--- src/rtl/fp_unit_arbiter.sv ---
`default_nettype none
// +----------------------------------------------------------------------------+
// | fp_unit_arbiter                                                            |
// | Round-robin arbiter/sequencer sharing one stb/ack FP unit among N_REQ      |
// | requesters. Optional watchdog enabled by defining ARB_TIMEOUT_EN.          |
// | Revision: 1.0                                                              |
// +----------------------------------------------------------------------------+
module fp_unit_arbiter #(
   parameter int N_REQ   = 4,
   parameter int IDX_W   = $clog2(N_REQ),
   parameter int TIMEOUT = 255
) (
   input  logic                clk,
   input  logic                rst,
   input  logic [N_REQ-1:0]    req_stb,
   input  logic [32*N_REQ-1:0] req_a,
   input  logic [32*N_REQ-1:0] req_b,
   output logic [N_REQ-1:0]    req_ack,
   output logic [31:0]         resp_z,
   output logic [N_REQ-1:0]    resp_stb,
   input  logic [N_REQ-1:0]    resp_ack,
   output logic                resp_err,
   output logic [31:0]         unit_a,
   output logic [31:0]         unit_b,
   output logic                unit_a_stb,
   output logic                unit_b_stb,
   input  logic                unit_a_ack,
   input  logic                unit_b_ack,
   input  logic [31:0]         unit_z,
   input  logic                unit_z_stb,
   output logic                unit_z_ack,
   output logic                unit_rst,
   output logic                busy,
   output logic [IDX_W-1:0]    grant_idx
);

   typedef enum logic [2:0] {
      S_IDLE     = 3'd0,
      S_UNIT_RST = 3'd1,
      S_SEND_A   = 3'd2,
      S_SEND_B   = 3'd3,
      S_WAIT_Z   = 3'd4,
      S_RESP     = 3'd5
   } state_t;

   localparam logic [IDX_W:0]   c_n_req    = (IDX_W+1)'(N_REQ);
   localparam logic [IDX_W-1:0] c_last_rst = IDX_W'(N_REQ-1);
   localparam logic [31:0]      c_qnan     = 32'h7FC0_0000;

   if (N_REQ < 2 || N_REQ > 16 || TIMEOUT < 1) begin : g_bad_params
      $error("fp_unit_arbiter: unsupported parameter set");
   end

   state_t             r_state;
   state_t             w_next;
   logic [IDX_W-1:0]   r_last;
   logic [IDX_W-1:0]   r_grant_idx;
   logic [31:0]        r_op_a;
   logic [31:0]        r_op_b;
   logic [31:0]        r_resp_z;
   logic [N_REQ-1:0]   r_req_ack;
   logic               r_unit_z_ack;

   logic [IDX_W:0]     w_sum;
   logic               w_found;
   logic [IDX_W-1:0]   w_winner;
   logic [31:0]        w_win_a;
   logic [31:0]        w_win_b;
   logic [N_REQ-1:0]   w_win_oh;
   logic [N_REQ-1:0]   w_grant_oh;
   logic               w_resp_accept;
   logic               w_state_rst;
   logic               w_timeout;
   logic               w_to_rst;

   // Round-robin search starting just after the last served lane
   always_comb begin
      w_found  = 1'b0;
      w_winner = r_last;
      w_sum    = '0;
      for (int k = 1; k <= N_REQ; k++) begin
         w_sum = {1'b0, r_last} + (IDX_W+1)'(k);
         if (w_sum >= c_n_req) begin
            w_sum = w_sum - c_n_req;
         end
         if (!w_found && req_stb[w_sum[IDX_W-1:0]]) begin
            w_found  = 1'b1;
            w_winner = w_sum[IDX_W-1:0];
         end
      end
   end

   always_comb begin
      w_win_a    = '0;
      w_win_b    = '0;
      w_win_oh   = '0;
      w_grant_oh = '0;
      for (int i = 0; i < N_REQ; i++) begin
         if (w_winner == IDX_W'(i)) begin
            w_win_a     = req_a[32*i +: 32];
            w_win_b     = req_b[32*i +: 32];
            w_win_oh[i] = 1'b1;
         end
         w_grant_oh[i] = (r_grant_idx == IDX_W'(i));
      end
   end

   assign w_resp_accept = (r_state == S_RESP) && (|(resp_ack & w_grant_oh));

   always_ff @(posedge clk) begin
      if (rst) begin
         r_state <= S_IDLE;
      end else begin
         r_state <= w_next;
      end
   end

   always_comb begin
      w_next      = r_state;
      unit_a_stb  = 1'b0;
      unit_b_stb  = 1'b0;
      w_state_rst = 1'b0;
      resp_stb    = '0;
      case (r_state)
         S_IDLE: begin
            if (|req_stb) w_next = S_UNIT_RST;
         end
         S_UNIT_RST: begin
            w_state_rst = 1'b1;
            w_next      = S_SEND_A;
         end
         S_SEND_A: begin
            unit_a_stb = 1'b1;
            if (unit_a_ack)     w_next = S_SEND_B;
            else if (w_timeout) w_next = S_RESP;
         end
         S_SEND_B: begin
            unit_b_stb = 1'b1;
            if (unit_b_ack)     w_next = S_WAIT_Z;
            else if (w_timeout) w_next = S_RESP;
         end
         S_WAIT_Z: begin
            if (unit_z_stb)     w_next = S_RESP;
            else if (w_timeout) w_next = S_RESP;
         end
         S_RESP: begin
            resp_stb = w_grant_oh;
            if (w_resp_accept) w_next = S_IDLE;
         end
         default: w_next = S_IDLE;
      endcase
   end

   always_ff @(posedge clk) begin
      if (rst) begin
         r_last       <= c_last_rst;
         r_grant_idx  <= '0;
         r_op_a       <= '0;
         r_op_b       <= '0;
         r_resp_z     <= '0;
         r_req_ack    <= '0;
         r_unit_z_ack <= 1'b0;
      end else begin
         r_req_ack    <= '0;
         r_unit_z_ack <= 1'b0;
         if (r_state == S_IDLE && w_found) begin
            r_grant_idx <= w_winner;
            r_op_a      <= w_win_a;
            r_op_b      <= w_win_b;
            r_req_ack   <= w_win_oh;
         end
         if (r_state == S_WAIT_Z && unit_z_stb) begin
            r_resp_z     <= unit_z;
            r_unit_z_ack <= 1'b1;
         end
         if (w_timeout) begin
            r_resp_z <= c_qnan;
         end
         if (w_resp_accept) begin
            r_last <= r_grant_idx;
         end
      end
   end

`ifdef ARB_TIMEOUT_EN
   localparam int c_cnt_w = $clog2(TIMEOUT + 1);

   logic [c_cnt_w-1:0] r_cnt;
   logic               r_to_rst;
   logic               r_resp_err;
   logic               w_counting;
   logic               w_own_ack;

   assign w_counting = (r_state == S_SEND_A) || (r_state == S_SEND_B) || (r_state == S_WAIT_Z);
   assign w_own_ack  = ((r_state == S_SEND_A) && unit_a_ack) ||
                       ((r_state == S_SEND_B) && unit_b_ack) ||
                       ((r_state == S_WAIT_Z) && unit_z_stb);
   // A handshake landing on the final cycle still wins over the watchdog
   assign w_timeout  = w_counting && !w_own_ack && (r_cnt == c_cnt_w'(TIMEOUT - 1));

   always_ff @(posedge clk) begin
      if (rst) begin
         r_cnt      <= '0;
         r_to_rst   <= 1'b0;
         r_resp_err <= 1'b0;
      end else begin
         r_to_rst <= w_timeout;
         if (w_next != r_state) begin
            r_cnt <= '0;
         end else if (w_counting) begin
            r_cnt <= r_cnt + c_cnt_w'(1);
         end
         if (w_timeout) begin
            r_resp_err <= 1'b1;
         end else if ((r_state == S_WAIT_Z && unit_z_stb) || w_resp_accept) begin
            r_resp_err <= 1'b0;
         end
      end
   end

   assign resp_err = r_resp_err;
   assign w_to_rst = r_to_rst;
`else
   assign w_timeout = 1'b0;
   assign resp_err  = 1'b0;
   assign w_to_rst  = 1'b0;
`endif

   assign unit_rst   = rst | w_state_rst | w_to_rst;
   assign unit_a     = r_op_a;
   assign unit_b     = r_op_b;
   assign unit_z_ack = r_unit_z_ack;
   assign req_ack    = r_req_ack;
   assign resp_z     = r_resp_z;
   assign busy       = (r_state != S_IDLE);
   assign grant_idx  = r_grant_idx;

endmodule
`default_nettype wire

--- config.mk ---
export PLATFORM = sky130hd
export DESIGN_NAME = fp_unit_arbiter
export DESIGN_NICKNAME = d
export VERILOG_FILES = /design/src/rtl/fp_unit_arbiter.sv
export SDC_FILE = /design/constraint.sdc
export NUM_CORES = 1
export LEC_CHECK = 0
export CORE_AREA = 2 2 158 160
export DETAILED_ROUTE_END_ITERATION = 8
export DIE_AREA = 0 0 160 162
export MAX_ROUTING_LAYER = met4
export PLACE_DENSITY_LB_ADDON = 0.25
export SLEW_MARGIN = 5
export SYNTH_ARGS = -nofsm -noshare
export SYNTH_HDL_FRONTEND = slang
export SYNTH_SLANG_ARGS = --single-unit
--- constraint.sdc ---
create_clock -name clk -period 2.1 [get_ports clk]
set_input_delay 0.42 -clock clk [delete_from_list [all_inputs] [get_ports clk]]
set_output_delay 0.42 -clock clk [all_outputs]
set_load 0.05 [all_outputs]
==> flow_metrics.env, run 1 <==
export IMPL_cp_arrival_ps=1580
export IMPL_fin_skew_ps=8.18
export IMPL_syn_nets=1047
export IMPL_power_uw=9470
export IMPL_fp_dieW_um=160
export IMPL_slew_headroom_pct=51.1
export IMPL_drt_iter0_drc=485
export IMPL_crit_buf_inv=1
export IMPL_path_cells="clkdlybuf4s50_1"
export IMPL_final_common_cell="clkdlybuf4s50_1"
export IMPL_gp_congestion=0.874
export IMPL_async_flop_share_pct=0
export IMPL_via_per_inst=5.01
export IMPL_clockBufferDepth=2
export IMPL_vdd_drop_max_mv=0.403
export IMPL_final_max_slew_viol_count=0
export IMPL_p_per_area_nw_per_um2=777
export IMPL_rows=57
export IMPL_cts_tree="done"
export IMPL_placed_cell_area_um2=11500
export IMPL_overflow=0
export IMPL_firstDrtPassIters=5
export IMPL_max_freq_ghz=0.499
export IMPL_tightestPinTransition_ps=734
export IMPL_syn_cell_area_um2=6620
export IMPL_ys_ff_latch=108
export IMPL_cp_slowest_stage_delay_ps=830
export IMPL_die_area_um2=25900
export IMPL_r2r_end="unit_a[30]$_SDFFE_PP0N_"
export IMPL_grt_pass1_wl_um=43900
export IMPL_crit_path_start_kind="flip-flop"
export IMPL_rsz0062_at_grt="yes"
export IMPL_hold_viol_final=0
export IMPL_synth_edff_count=0
export IMPL_synth_top_flop_cell="dfxtp_1"
export IMPL_finalCriticalPeriod_ps=2000
export IMPL_drc=0
export IMPL_critPathLaunch="unit_b[23]$_SDFFE_PP0N_"
export IMPL_hpwl_um=22200
export IMPL_fp_dieH_um=162
export IMPL_core_um2=24100
export IMPL_area_growth_syn_to_layout_pct=84.0
export IMPL_cp_top_family="buffers and inverters"
export IMPL_crit_fanout=2
export IMPL_min_period_over_period_pct=95.4
export IMPL_stdcell_area_um2=12200
export IMPL_grt_max_degree=58
export IMPL_drt_wirelength_per_cell_um=20.1
export IMPL_cp_depth=1
export IMPL_end_kind="output pin"
export IMPL_finalSetupViolCount=0
export IMPL_layout_drive_gt1_share_pct=16.7
export IMPL_htreeDepth=3
export IMPL_yosysSeqAreaShare_pct=32.7
export IMPL_ant_nets=0
export IMPL_status="finished clean"
export IMPL_synth_cell_type_count=55
export IMPL_clk_pin_slew_ps=80
export IMPL_timing_rr_start="r_last[0]$_SDFFE_PP1P_"
export IMPL_track_usage_pct=22.4
export IMPL_port_buffers=411
export IMPL_dr_total_vias=7514
export IMPL_min_path_type="flip-flop to flip-flop"
export IMPL_fin_nets=1469
export IMPL_critical_path_required_ps=1680
export IMPL_reg2reg_depth=7
export IMPL_max_cap_violations=0
export IMPL_p_leak_uw=0.00445
export IMPL_yosys_warnings=0
export IMPL_start_util_pct=27.5
export IMPL_rrSetupSlack_ps=130
export IMPL_cts_sinks=108
export IMPL_endpoint="unit_b[23]"
export IMPL_cts_buffers_inserted=9
export IMPL_crit_type="flip-flop to output pin"
export IMPL_grt_pass1_vias=7556
export IMPL_insertion_delay_ps=360
export IMPL_ioPinCount=413
export IMPL_final_cell_mix="clkdlybuf4s50_1 (391), nor3b_1 (117), dfxtp_1 (108)"
export IMPL_routed_wl_um=30100
export IMPL_crit_slowest_cell="clkdlybuf4s50_1"
export IMPL_syn_inst=746
export IMPL_ctsRootBufferMaster="clkbuf_16"
export IMPL_avgSynthCellArea_um2=8.87
export IMPL_antenna_found_initial=2
## power by group
group          leakage (uW)  switching [uW]  internal [uW]
Combinational       0.00341            2730           2120
Sequential         0.000887             213           2400
Clock              0.000159             933           1070
Total               0.00445            3880           5590
## cell usage after synthesis (2+ instances only)
library cell / n / share of area [%]
dfxtp_1: 108 / 33
nand2_1: 69 / 3.9
buf_2: 16 / 1.2
o41ai_1: 5 / 0.66
buf_4: 10 / 1.1
o31ai_1: 11 / 1.2
nand3_1: 4 / 0.30
nor2b_1: 6 / 0.57
nand3b_1: 15 / 1.7
nor3b_1: 118 / 13
mux2i_1: 51 / 7.7
a211oi_1: 40 / 4.5
nor3_1: 16 / 1.2
a221oi_2: 10 / 2.3
a221oi_1: 39 / 5.2
buf_6: 8 / 1.4
clkbuf_1: 47 / 2.7
o22ai_1: 5 / 0.47
a21oi_1: 35 / 2.6
buf_12: 4 / 1.2
nor2_1: 63 / 3.6
a211oi_2: 30 / 5.7
nand2b_1: 3 / 0.28
and2_1: 2 / 0.19
## flip-flops by register name, summed over array words and instances (netlist names)
signal      flops
grant_idx       2
r_last          2
r_state         3
req_ack         4
resp_z         32
unit_a         32
unit_b         32
unit_z_ack      1
## cell type report
class | count | area [um^2]
multi-input cells | 552 | 4130
flip-flops and latches | 108 | 2160
inverters | 1 | 3.75
fillers | 2318 | 11900
repair buffers | 496 | 5140
diodes | 3 | 7.51
clock inverters | 7 | 105
well taps | 324 | 405
clock buffers | 9 | 225
## how the worst min path moves through the flow
| stage | start | end | slack (ps) | depth (start not counted) |
|---|---|---|---|---|
| 2_1_floorplan | r_state[1]$_SDFFE_PP0P_ | r_state[1]$_SDFFE_PP0P_ | 490 | 1 |
| 3_3_place_gp | resp_z[7]$_SDFFE_PP0P_ | resp_z[7]$_SDFFE_PP0P_ | 440 | 2 |
| 3_5_place_dp | resp_z[20]$_SDFFE_PP0P_ | resp_z[20]$_SDFFE_PP0P_ | 450 | 2 |
| 4_1_cts | resp_z[6]$_SDFFE_PP0P_ | resp_z[6]$_SDFFE_PP0P_ | 460 | 2 |
| 5_1_grt | resp_z[18]$_SDFFE_PP0P_ | resp_z[18]$_SDFFE_PP0P_ | 480 | 2 |
| 6_report | resp_z[12]$_SDFFE_PP0P_ | resp_z[12]$_SDFFE_PP0P_ | 460 | 2 |
## timing repair
item / 4_1_cts / 5_1_grt
pin swaps: 1 / 6
gates resized for setup: 7 / 26
hold buffers: 0 / 0
gates cloned: 0 / 5
setup buffers: 1 / 4
setup endpoints to repair: 30 / 59
endpoints found under the hold margin: 0 / 0
## per-stage QoR
stage | hold slack [ps] | cells | TNS (ps) | setup WS [ps] | util, %
after floorplan | 487 | 746 | 0 | 99.0 | -
after global placement | 440 | 1471 | -22150 | -413 | 47.8
after detailed placement | 448 | 1471 | -24700 | -469 | 47.8
after CTS | 457 | 1488 | -5.33 | -5.09 | 49.4
after global routing | 476 | 1498 | 0 | 4.82 | 50.5
final | 456 | 1500 | 0 | 97.5 | 50.5
## per-layer routing
metal	track usage, %	part of all wire, %	vias to the layer above	routed length, um
li1	-	-	3635	-
met1	27.0	43	3549	12800
met2	37.1	49	304	14600
met3	6.56	7.4	26	2230
met4	5.00	1.5	0	438
met5	-	0	-	0
## kinds of logic after synthesis
family | Yosys count | share of synthesized area [%]
compound gates | 189 | 24.6
mux | 52 | 8.05
flops | 108 | 32.7
other cells | 1 | 0.0566
buf+inv | 87 | 7.69
simple gates | 309 | 27.0
Note: power is estimated with default switching activity, not from simulation.
==> inputs of run 2 (changes only) <==
==> constraint.sdc (replaced) <==
create_clock -name clk -period 2.3 [get_ports clk]
set_input_delay 0.46 -clock clk [delete_from_list [all_inputs] [get_ports clk]]
set_output_delay 0.46 -clock clk [all_outputs]
set_load 0.1 [all_outputs]
==> flow_metrics.env, run 2 (synthesis results as in run 1) <==
export IMPL_place_inst=1471
export IMPL_fin_nets=1459
export IMPL_routed_wl_um=28800
export IMPL_min_path_type="input pin to flip-flop"
export IMPL_rsz0062_at_grt="no"
export IMPL_critical_path_required_ps=2530
export IMPL_cts_buffers_inserted=9
export IMPL_ioPinCount=413
export IMPL_cp_arrival_ps=2410
export IMPL_insertion_delay_ps=370
export IMPL_dr_total_vias=7422
export IMPL_clockBufferDepth=2
export IMPL_grt_pass1_vias=7449
export IMPL_drc=0
export IMPL_area_growth_syn_to_layout_pct=76.8
export IMPL_cts_setup_buffers=0
export IMPL_stdcell_area_um2=11700
export IMPL_p_per_area_nw_per_um2=820
export IMPL_start_util_pct=27.5
export IMPL_fp_dieH_um=162
export IMPL_rows=57
export IMPL_min_period_over_period_pct=94.9
export IMPL_final_common_cell="clkdlybuf4s50_1"
export IMPL_cts_sinks=108
export IMPL_crit_path_start_kind="input pin"
export IMPL_gp_congestion=0.839
export IMPL_antenna_found_initial=3
export IMPL_layout_drive_gt1_share_pct=22.9
export IMPL_overflow=0
export IMPL_finalSetupViolCount=0
export IMPL_port_buffers=411
export IMPL_drt_iter0_drc=281
export IMPL_cts_tree="done"
export IMPL_fin_skew_ps=14.8
export IMPL_drt_wirelength_per_cell_um=19.3
export IMPL_hold_viol_final=0
export IMPL_final_cell_mix="clkdlybuf4s50_1 (297), buf_4 (158), nor3b_1 (118)"
export IMPL_tightestPinTransition_ps=578
export IMPL_hpwl_um=21900
export IMPL_power_uw=9590
export IMPL_crit_type="input pin to flip-flop"
export IMPL_grt_max_degree=99
export IMPL_final_max_slew_viol_count=0
export IMPL_track_usage_pct=22.0
export IMPL_final_cells=1490
export IMPL_die_area_um2=25900
export IMPL_p_leak_uw=0.00451
export IMPL_grt_pass1_wl_um=43300
export IMPL_fp_dieW_um=160
export IMPL_end_kind="flip-flop"
export IMPL_ctsRootBufferMaster="clkbuf_16"
export IMPL_ctsHoldBuffers=0
export IMPL_core_um2=24100
export IMPL_htreeDepth=3
export IMPL_clk_pin_slew_ps=90
export IMPL_max_cap_violations=0
export IMPL_ant_nets=0
export IMPL_status="finished clean"
export IMPL_firstDrtPassIters=4
export IMPL_vdd_drop_max_mv=0.660
export IMPL_max_freq_ghz=0.458
export IMPL_placed_cell_area_um2=11400
export IMPL_fill_cells=2322
export IMPL_crit_fanout=30
export IMPL_via_per_inst=4.98
export IMPL_finalCriticalPeriod_ps=2180
export IMPL_slew_headroom_pct=61.5
run 2: per-stage QoR:
step	TNS [ps]	hold WS [ps]	setup slack [ps]	util, %
6_report	0	357	118	48.5
5_1_grt	0	358	17.7	48.5
2_1_floorplan	0	487	23.6	-
3_3_place_gp	-11880	441	-299	47.2
4_1_cts	0	344	66.5	48.5
3_5_place_dp	-14510	447	-318	47.2
run 2: worst max-delay path, stage by stage:
cell and delay (ps):
clkdlybuf4s50_1 640, nor4b_1 100, o21ai_1 260, o31ai_4 140, buf_12 180, a221oi_1 380, buf_4 180, a211oi_2 50
run 2: layer usage:
metal	track usage, %	routed length [um]	share of wire (%)
met1	26.7	12300	43
met2	35.9	13700	47
met3	5.87	2260	7.9
met4	7.04	624	2.2
met5	-	0	0
run 2: where the power goes:
part           internal [uW]  switching, uW  total (uW)
Clock                    805            913        1720
Combinational           1800           3670        5470
Sequential              2190            213        2400
run 2: final timing paths:
kind	depth (start not counted)	slack [ps]	start	endpoint
worst min register to register	2	460	resp_z[28]$_SDFFE_PP0P_	resp_z[28]$_SDFFE_PP0P_
worst max-delay path	8	120	req_stb[2]	unit_a[11]$_SDFFE_PP0N_
worst max register to register	7	270	r_last[0]$_SDFFE_PP1P_	unit_a[11]$_SDFFE_PP0N_
worst min-delay path	2	360	rst	grant_idx[0]$_SDFFE_PP0N_
run 2: final cells by class:
type | instances | area [um^2] | area share, %
clock inverter | 7 | 91.3 | 0.781
sequential | 108 | 2160 | 18.5
antenna | 3 | 7.51 | 0.0642
tap | 324 | 405 | 3.46
clock buffer | 9 | 225 | 1.92
multi-input combinational | 551 | 4020 | 34.3
timing repair buffer | 487 | 4780 | 40.9
inverter | 1 | 3.75 | 0.0321
run 2: timing repair:
action | CTS | global route
gates resized for setup | 0 | 2
endpoints found under the setup margin | 0 | 12
hold endpoints to repair | 0 | 0
==> inputs of run 3 (changes only) <==
--- a/config.mk
+++ b/config.mk
@@ -5,12 +5,13 @@
 export SDC_FILE = /design/constraint.sdc
 export NUM_CORES = 1
 export LEC_CHECK = 0
-export CORE_AREA = 2 2 158 160
+export CORE_AREA = 2 2 161 163
 export DETAILED_ROUTE_END_ITERATION = 8
-export DIE_AREA = 0 0 160 162
+export DIE_AREA = 0 0 163 165
 export MAX_ROUTING_LAYER = met4
 export PLACE_DENSITY_LB_ADDON = 0.25
 export SLEW_MARGIN = 5
 export SYNTH_ARGS = -nofsm -noshare
 export SYNTH_HDL_FRONTEND = slang
 export SYNTH_SLANG_ARGS = --single-unit
+export TNS_END_PERCENT = 5
==> constraint.sdc (replaced) <==
create_clock -name clk -period 2 [get_ports clk]
set_input_delay 0.4 -clock clk [delete_from_list [all_inputs] [get_ports clk]]
set_output_delay 0.4 -clock clk [all_outputs]
set_load 0.1 [all_outputs]
==> flow_metrics.env, run 3 (synthesis results as in run 1) <==
export IMPL_status="finished clean"
export IMPL_p_switching_uw=5490
export IMPL_grt_pass1_vias=7500
export IMPL_final_common_cell="clkdlybuf4s50_1"
export IMPL_max_cap_violations=0
export IMPL_cts_sinks=108
export IMPL_hpwl_um=22500
export IMPL_drt_wirelength_per_cell_um=19.8
export IMPL_routed_wl_um=29700
export IMPL_htreeDepth=3
export IMPL_dp_slack_ps=-557
export IMPL_fin_skew_ps=15.1
export IMPL_ant_nets=0
export IMPL_finalSetupViolCount=0
export IMPL_core_um2=25000
export IMPL_power_frac_clock_pct=17.1
export IMPL_final_cell_mix="clkdlybuf4s50_1 (295), buf_4 (151), nor3b_1 (118)"
export IMPL_fin_setup_tns_ps=0
export IMPL_hold_start="resp_z[14]$_SDFFE_PP0P_"
export IMPL_reg2reg_depth=6
export IMPL_clockBufferDepth=2
export IMPL_min_path_type="flip-flop to flip-flop"
export IMPL_ioPinCount=413
export IMPL_rrSetupSlack_ps=100
export IMPL_netSwitchingFraction_pct=49.8
export IMPL_clk_pin_slew_ps=70
export IMPL_tightestPinTransition_ps=622
export IMPL_cts_buffers_inserted=9
export IMPL_grt_max_degree=54
export IMPL_p_per_area_nw_per_um2=928
export IMPL_timing_hold_worst_path_depth=2
export IMPL_hold_viol_final=0
export IMPL_final_max_slew_viol_count=0
export IMPL_rows=58
export IMPL_min_period_over_period_pct=97.0
export IMPL_critPathLaunch="r_state[2]$_SDFFE_PP0P_"
export IMPL_timing_hold_ws_ps=457
export IMPL_end_kind="output pin"
export IMPL_gp_congestion=0.849
export IMPL_cp_arrival_ps=1540
export IMPL_critical_path_required_ps=1600
export IMPL_die_area_um2=26900
export IMPL_ctsRootBufferMaster="clkbuf_16"
export IMPL_drc=0
export IMPL_power_uw=11000
export IMPL_insertion_delay_ps=360
export IMPL_crit_path_start_kind="flip-flop"
export IMPL_layout_drive_gt1_share_pct=23.9
export IMPL_antenna_found_initial=3
export IMPL_fin_nets=1465
export IMPL_r2r_end="unit_b[14]$_SDFFE_PP0N_"
export IMPL_max_freq_ghz=0.516
export IMPL_fp_dieH_um=165
export IMPL_vdd_drop_max_mv=0.948
export IMPL_comb_power_share_pct=57.9
export IMPL_power_internal_uw=5550
export IMPL_dr_total_vias=7530
export IMPL_firstDrtPassIters=5
export IMPL_cts_tree="done"
export IMPL_rsz0062_at_grt="yes"
export IMPL_crit_fanout=6
export IMPL_layout_setup_ws_ps=60.5
export IMPL_overflow=0
export IMPL_slew_headroom_pct=58.5
export IMPL_finalCriticalPeriod_ps=1940
export IMPL_drt_iter0_drc=490
export IMPL_hold_end="resp_z[14]$_SDFFE_PP0P_"
export IMPL_port_buffers=411
export IMPL_via_per_inst=5.01
export IMPL_area_growth_syn_to_layout_pct=79.7
export IMPL_power_frac_seq_pct=25.0
export IMPL_start_util_pct=26.4
export IMPL_p_leak_uw=0.00458
export IMPL_track_usage_pct=21.6
export IMPL_crit_type="flip-flop to output pin"
export IMPL_grt_pass1_wl_um=43300
export IMPL_fp_dieW_um=163
export IMPL_timing_rr_start="r_last[0]$_SDFFE_PP1P_"
==> run 3: cell types whose count changed in the layout (fill, tap and decap cells not counted), moves of 3 or more <==
cell	change
buf_6	+3
dlygate4sd2_1	+4
nor2b_1	-3
buf_12	+10
buf_4	-7
==> run 3: repair_timing <==
item	in CTS	in global routing
setup endpoints to repair	69	12
pin swaps	3	2
hold buffers	0	0
gates resized for setup	14	4
buffers inserted	4	0
==> run 3: per-layer routing <==
| metal | global-route usage (%) | wire [um] | vias to the layer above |
|---|---|---|---|
| li1 | - | - | 3623 |
| met1 | 25.8 | 12500 | 3567 |
| met2 | 35.8 | 14100 | 306 |
| met3 | 5.83 | 2450 | 34 |
| met4 | 5.83 | 582 | 0 |
| met5 | - | 0 | - |
==> run 3: stage by stage <==
stage / std cells / cell area, um^2 / util [%]
floorplan: 746 / 6660 / -
global placement: 1479 / 11500 / 46.0
detailed placement: 1479 / 11500 / 46.0
CTS: 1499 / 11900 / 47.4
global route: 1502 / 11900 / 47.5
finish: 1502 / 11900 / 47.5
==> run 3: how the worst max path moves through the flow <==
| stage | end | slack, ps |
|---|---|---|
| floorplan | unit_a_stb | -430 |
| global placement | unit_a[28]$_SDFFE_PP0N_ | -540 |
| detailed placement | unit_b[1]$_SDFFE_PP0N_ | -560 |
| CTS | resp_stb[1] | 9 |
| global route | resp_stb[1] | -0.8 |
| finish | resp_stb[1] | 60 |
==> run 3: power groups by stage <==
stage | combinational, uW | sequential, uW | clock (uW)
2_1_floorplan | 1790 | 5290 | 0
3_3_place_gp | 6370 | 2810 | 0
3_5_place_dp | 6400 | 2810 | 0
4_1_cts | 6440 | 2770 | 1940
5_1_grt | 6690 | 2810 | 2020
6_report | 6390 | 2760 | 1890
==> run 3: cell type report <==
| cell class | instances | area, um^2 |
|---|---|---|
| Sequential cell | 108 | 2160 |
| Tap cell | 330 | 413 |
| Fill cell | 2427 | 13100 |
| Clock inverter | 7 | 65.1 |
| Clock buffer | 9 | 225 |
| Antenna cell | 3 | 7.51 |
| Multi-Input combinational cell | 551 | 4060 |
| Timing Repair Buffer | 493 | 4960 |
| Inverter | 1 | 3.75 |
==> run 3: critical path: stages (launching register included) <==
cell and delay (ps):
dfxtp_1 350, buf_6 130, nor2b_4 200, nand2_4 80, nor3_4 210, buf_12 210
